$ cat config.mk
export PLATFORM = sky130hd
export DESIGN_NAME = melody_sequencer
export DESIGN_NICKNAME = d
export VERILOG_FILES = /design/src/rtl/melody_seq_pkg.sv /design/src/rtl/melody_tick_gen.sv /design/src/rtl/melody_sequencer.sv
export SDC_FILE = /design/constraint.sdc
export NUM_CORES = 1
export LEC_CHECK = 0
export CORE_ASPECT_RATIO = 1.4
export CORE_MARGIN = 2
export CORE_UTILIZATION = 56
export CTS_CLUSTER_DIAMETER = 150
export DETAILED_ROUTE_END_ITERATION = 12
export GPL_TIMING_DRIVEN = 0
export PLACE_DENSITY = 0.86
export SYNTH_ARGS = -nofsm -noshare
export SYNTH_HDL_FRONTEND = slang
export SYNTH_HIERARCHICAL = 1
export SYNTH_SLANG_ARGS = --single-unit
$ cat constraint.sdc
create_clock -name clk -period 4.2 [get_ports clk]
set_input_delay 0.63 -clock clk [delete_from_list [all_inputs] [get_ports clk]]
set_output_delay 0.63 -clock clk [all_outputs]
set_load 0.1 [all_outputs]
$ cat src/rtl/melody_seq_pkg.sv
// Shared types and step-word layout for the melody sequencer.
// Field offsets describe the default widths (NOTE_W=6, LEN_W=3): {last, len, note}.
package melody_seq_pkg;

  typedef enum logic [1:0] {
    IDLE  = 2'd0,
    FETCH = 2'd1,
    PLAY  = 2'd2,
    GAP   = 2'd3
  } state_t;

  localparam int DEF_NOTE_W  = 6;
  localparam int DEF_LEN_W   = 3;
  localparam int DEF_ADDR_W  = 5;
  localparam int DEF_TEMPO_W = 16;

  localparam int NOTE_LSB = 0;
  localparam int LEN_LSB  = NOTE_LSB + DEF_NOTE_W;
  localparam int LAST_BIT = LEN_LSB + DEF_LEN_W;

  localparam logic [DEF_NOTE_W-1:0] NOTE_REST = '0;

endpackage

$ cat src/rtl/melody_tick_gen.sv
// Tempo divider: counts 0..tempo_div and pulses tick on the terminal count.
module melody_tick_gen #(
  parameter int TEMPO_W = 16
) (
  input  logic               clk,
  input  logic               rst_n,
  input  logic               ena,
  input  logic               clear,
  input  logic [TEMPO_W-1:0] tempo_div,
  output logic               tick
);

  logic [TEMPO_W-1:0] cnt;

  // A counter already past a lowered tempo_div runs on and wraps naturally at all-ones.
  assign tick = ena && (cnt == tempo_div);

  always_ff @(posedge clk or negedge rst_n) begin
    if (!rst_n) begin
      cnt <= '0;
    end else if (ena) begin
      if (clear || tick) cnt <= '0;
      else               cnt <= cnt + 1'b1;
    end
  end

endmodule

$ cat src/rtl/melody_sequencer.sv
// Pattern step sequencer feeding the moosic tone generator.
// Optional MELODY_SEQ_TRANSPOSE_EN adds a transpose input applied when a step is fetched.
module melody_sequencer
  import melody_seq_pkg::*;
#(
  parameter int NOTE_W  = DEF_NOTE_W,
  parameter int LEN_W   = DEF_LEN_W,
  parameter int ADDR_W  = DEF_ADDR_W,
  parameter int TEMPO_W = DEF_TEMPO_W
) (
  input  logic                      clk,
  input  logic                      rst_n,
  input  logic                      ena,
  input  logic                      start,
  input  logic                      stop,
  input  logic                      loop_en,
  input  logic [TEMPO_W-1:0]        tempo_div,
  output logic [ADDR_W-1:0]         step_addr,
  input  logic [NOTE_W+LEN_W:0]     step_data,
`ifdef MELODY_SEQ_TRANSPOSE_EN
  input  logic [NOTE_W-1:0]         transpose,
`endif
  output logic [NOTE_W-1:0]         note_out,
  output logic                      gate,
  output logic                      busy,
  output logic                      step_done
);

  state_t            state;
  logic [LEN_W-1:0]  len_q;
  logic [LEN_W-1:0]  len_cnt;
  logic              last_q;
  logic              tick;
  logic              tick_clear;
  logic [NOTE_W-1:0] fetch_note;
  logic [NOTE_W-1:0] next_note;
  logic              step_last;

  assign fetch_note = step_data[NOTE_LSB +: NOTE_W];

`ifdef MELODY_SEQ_TRANSPOSE_EN
  logic [NOTE_W-1:0] shifted;
  always_comb begin
    shifted   = fetch_note + transpose;
    next_note = shifted;
    if (fetch_note == NOTE_REST) next_note = NOTE_REST;
    else if (shifted == '0)      next_note = NOTE_W'(1);
  end
`else
  assign next_note = fetch_note;
`endif

  // Counter is held clear outside PLAY/GAP; the wrap on tick gives a fresh count entering GAP.
  assign tick_clear = (state == IDLE) || (state == FETCH);

  melody_tick_gen #(.TEMPO_W(TEMPO_W)) u_tick (
    .clk       (clk),
    .rst_n     (rst_n),
    .ena       (ena),
    .clear     (tick_clear),
    .tempo_div (tempo_div),
    .tick      (tick)
  );

  assign step_last = last_q || (step_addr == '1);
  assign gate      = (state == PLAY) && (note_out != NOTE_REST);
  assign busy      = (state != IDLE);
  assign step_done = (state == GAP) && tick && !stop;

  always_ff @(posedge clk or negedge rst_n) begin
    if (!rst_n) begin
      state     <= IDLE;
      step_addr <= '0;
      note_out  <= '0;
      len_q     <= '0;
      len_cnt   <= '0;
      last_q    <= 1'b0;
    end else if (ena) begin
      if (stop) begin
        state     <= IDLE;
        step_addr <= '0;
        note_out  <= '0;
      end else begin
        case (state)
          IDLE: begin
            if (start) begin
              state     <= FETCH;
              step_addr <= '0;
            end
          end
          FETCH: begin
            note_out <= next_note;
            len_q    <= step_data[LEN_LSB +: LEN_W];
            last_q   <= step_data[LAST_BIT];
            len_cnt  <= '0;
            state    <= PLAY;
          end
          PLAY: begin
            if (tick) begin
              if (len_cnt == len_q) state   <= GAP;
              else                  len_cnt <= len_cnt + 1'b1;
            end
          end
          GAP: begin
            if (tick) begin
              if (!step_last) begin
                step_addr <= step_addr + 1'b1;
                state     <= FETCH;
              end else if (loop_en) begin
                step_addr <= '0;
                state     <= FETCH;
              end else begin
                note_out <= '0;
                state    <= IDLE;
              end
            end
          end
          default: state <= IDLE;
        endcase
      end
    end
  end

endmodule

==> results.toml <==
[critical_path]
rrSetupSlack_ns = 1.33
r2r-end = "step_addr[1]"
critPathMaxStageDelay_ns = 0.55
rr_worst_depth = 9
endpoint_kind = "output pin"
crit_path_start_kind = "input port"
cp_num_cells = 7
critPathLaunch = "tempo_div[10]"
path_class = "in2out"
cp_cell_sequence = "clkdlybuf4s50_1, xor2_1, or4_1, or4_4, nor2_1, and3_1, clkbuf_2"
cp_max_fo = 5
reg2reg_from = "u_tick/cnt[9]"
arrival_ns = 3.19
critical-path-top-delay-family = "simple AND/OR/NAND/NOR gates"
timing.critical_path.buf_inv = 2
required_ns = 3.57
crit_path_end = "step_done"
crit_slowest_cell = "or4_1"

[clock_tree]
h-tree-depth = 2
cts_tree = "yes"
cts.path.max_buffers = 2
cts.sinks = 36
cts-root-buf = "clkbuf_8"
cts_buffers = 5
clk-insertion-delay-late_ns = 0.28
clkTransAtPathRegs_ns = 0.07

[floorplan]
start_util_pct = 58.4
core.rowCount = 27
dieWidth_um = 58.3
coreArea_um2 = 3950
ioPinCount = 46
dieArea_um2 = 4660
die_y_um = 80.0

[final_layout]
syn2layout_area_growth_pct = 23.9
fin_nets = 332
multiInputGateArea_um2 = 1300
diodes = 0
n_fill_cell = 304
drive_above_1_share_pct = 8.25
seqCellArea_um2 = 901

[timing]
max_clock_freq_mhz = 261
rsz0062_at_grt = "false"
max-slew-margin-rel_pct = 34.6
postLayoutSetupSlackWorst_ns = 0.375
holdWs_ns = 0.430
slew_viol_final = 0
fin_crit_sh_pct = 91.1
fin_crit_ns = 3.82
finalHoldViolCount = 0
clock_skew_ns = 0.00761
fin_tns_setup_ns = 0
setup_viol = 0
tightestPinTransition_ns = 0.979

[route]
drt-total-wl_um = 5140
drtAntennaViolNets = 0
route.detailed.drc = 0
wl_per_cell_um = 15.4
drtPass1Iterations = 5
viasPerCell = 5.92
drtIter0Drc = 70
route.vias.total = 1977

[yosys]
synthTopCellsByCount = "36 x dfrtp_1, 20 x nand2_1, 20 x xnor2_1"
synth_ff_type = "dfrtp_1"
ys_ff_latch = 36
ys_seq_area_share_pct = 39.0
synth_cell_types = 47
yosysMostFrequentCell = "dfrtp_1"
yosysTopAreaCellShare_pct = 39.0
synthCells = 241
synthTopCellsByArea = "dfrtp_1 39%, xnor2_1 7.6%, mux2i_1 5.6%"
synth.net_count = 282
synth_edf_count = 0
netlist_area_um2 = 2310
yosysTopAreaCell = "dfrtp_1"
avgSynthCellArea_um2 = 9.58
ys_warn_count = 6
async_flop_share_pct = 100

[power]
ir_drop_mv = 0.462
p_leak_uw = 0.00119
p_per_area_nw_per_um2 = 474
power.total_uw = 1360

[place]
dp_slack_ns = -0.260
gp_congestion = 0.850
dp_hpwl_um = 3820
portBuffers = 43

[flow_run]
cap_violations = 0

[grt]
grt_use_total_pct = 24.6
gr-total-overflow = 0
grt_pass1_vias = 2090
grt_pass1_wl_um = 8860
antenna_found_initial = 0
grt_start_max_net_pins = 37

[outcome]
status = "complete, no violations"

[worst_hold_path]
hp-class = "in2async"
## power breakdown
group | total [µW] | internal, µW | switching [µW]
combinational | 666 | 230 | 435
clock | 228 | 113 | 115
sequential | 463 | 404 | 58.7
total | 1360 | 747 | 609
## kinds of logic (layout without fill, tap and decap cells)
group | after synthesis | count (layout) | synth area share, %
multiplexers | 17 | 17 | 7.59
flip-flops | 36 | 36 | 39.0
AND/OR/NAND/NOR | 84 | 84 | 20.5
adder cells (fa/ha/maj) | 9 | 9 | 4.88
AO/OA/AOI/OAI | 38 | 38 | 11.4
buffers and inverters | 26 | 76 | 4.77
XOR/XNOR | 31 | 31 | 11.8
## registers in the layout (all words and copies together) (netlist names)
register,count
u_tick/cnt,16
note_out,6
step_addr,5
len_cnt,3
len_q,3
state,2
last_q,1
## layout make-up
type	count	share of cell area, %
clock inverter	1	0.175
tap	43	1.88
buffer	10	1.75
multi-input combinational	179	45.4
timing repair buffer	43	14.7
sequential	36	31.5
inverter	16	2.10
clock buffer	6	2.54
## layout by cell type, fill, tap and decap left out, types with 5 or more instances in the layout
cell type,instances
dfrtp_1,36
clkbuf_8,5
nor2_1,7
nand2b_1,5
mux2i_1,13
nand2_1,20
nand4_1,9
xnor2_1,20
a21oi_1,10
clkdlybuf4s50_1,41
and3_1,6
inv_1,16
ha_1,9
nand3_1,12
o21ai_0,6
clkbuf_1,7
a31oi_1,5
nor3_1,8
xor2_1,11
## through the flow
| step | cell area, µm² | instances | utilization [%] |
|---|---|---|---|
| after floorplan | 2310 | 241 | - |
| after global placement | 2790 | 327 | 70.7 |
| after detailed placement | 2790 | 327 | 70.5 |
| after CTS | 2870 | 334 | 72.5 |
| after global routing | 2860 | 334 | 72.4 |
| final | 2860 | 334 | 72.4 |
## how the worst min path moves through the flow
stage	start	end	slack [ns]	cells past startpoint
floorplan	rst_n	last_q	0.33	0
global placement	step_addr[3]	step_addr[3]	0.50	1
detailed placement	step_addr[3]	step_addr[3]	0.50	1
CTS	rst_n	u_tick/cnt[7]	0.45	1
global route	rst_n	u_tick/cnt[7]	0.50	1
finish	rst_n	u_tick/cnt[9]	0.43	1
## per-layer routing
metal / wire length [µm] / share of wire (%) / GRT usage, % / up-vias
li1: - / - / - / 953
met1: 2030 / 39 / 26.9 / 937
met2: 2680 / 52 / 44.5 / 79
met3: 346 / 6.7 / 5.19 / 8
met4: 85 / 1.7 / 10.2 / 0
met5: 0 / 0 / 0 / -
## timing repair
item                       in CTS  in global routing
setup buffers                   0                  0
hold buffers                    0                  0
gates cloned                    0                  0
setup endpoints to repair       1                  1
gates resized for setup         2                  1
(Power assumes the default switching activity.)
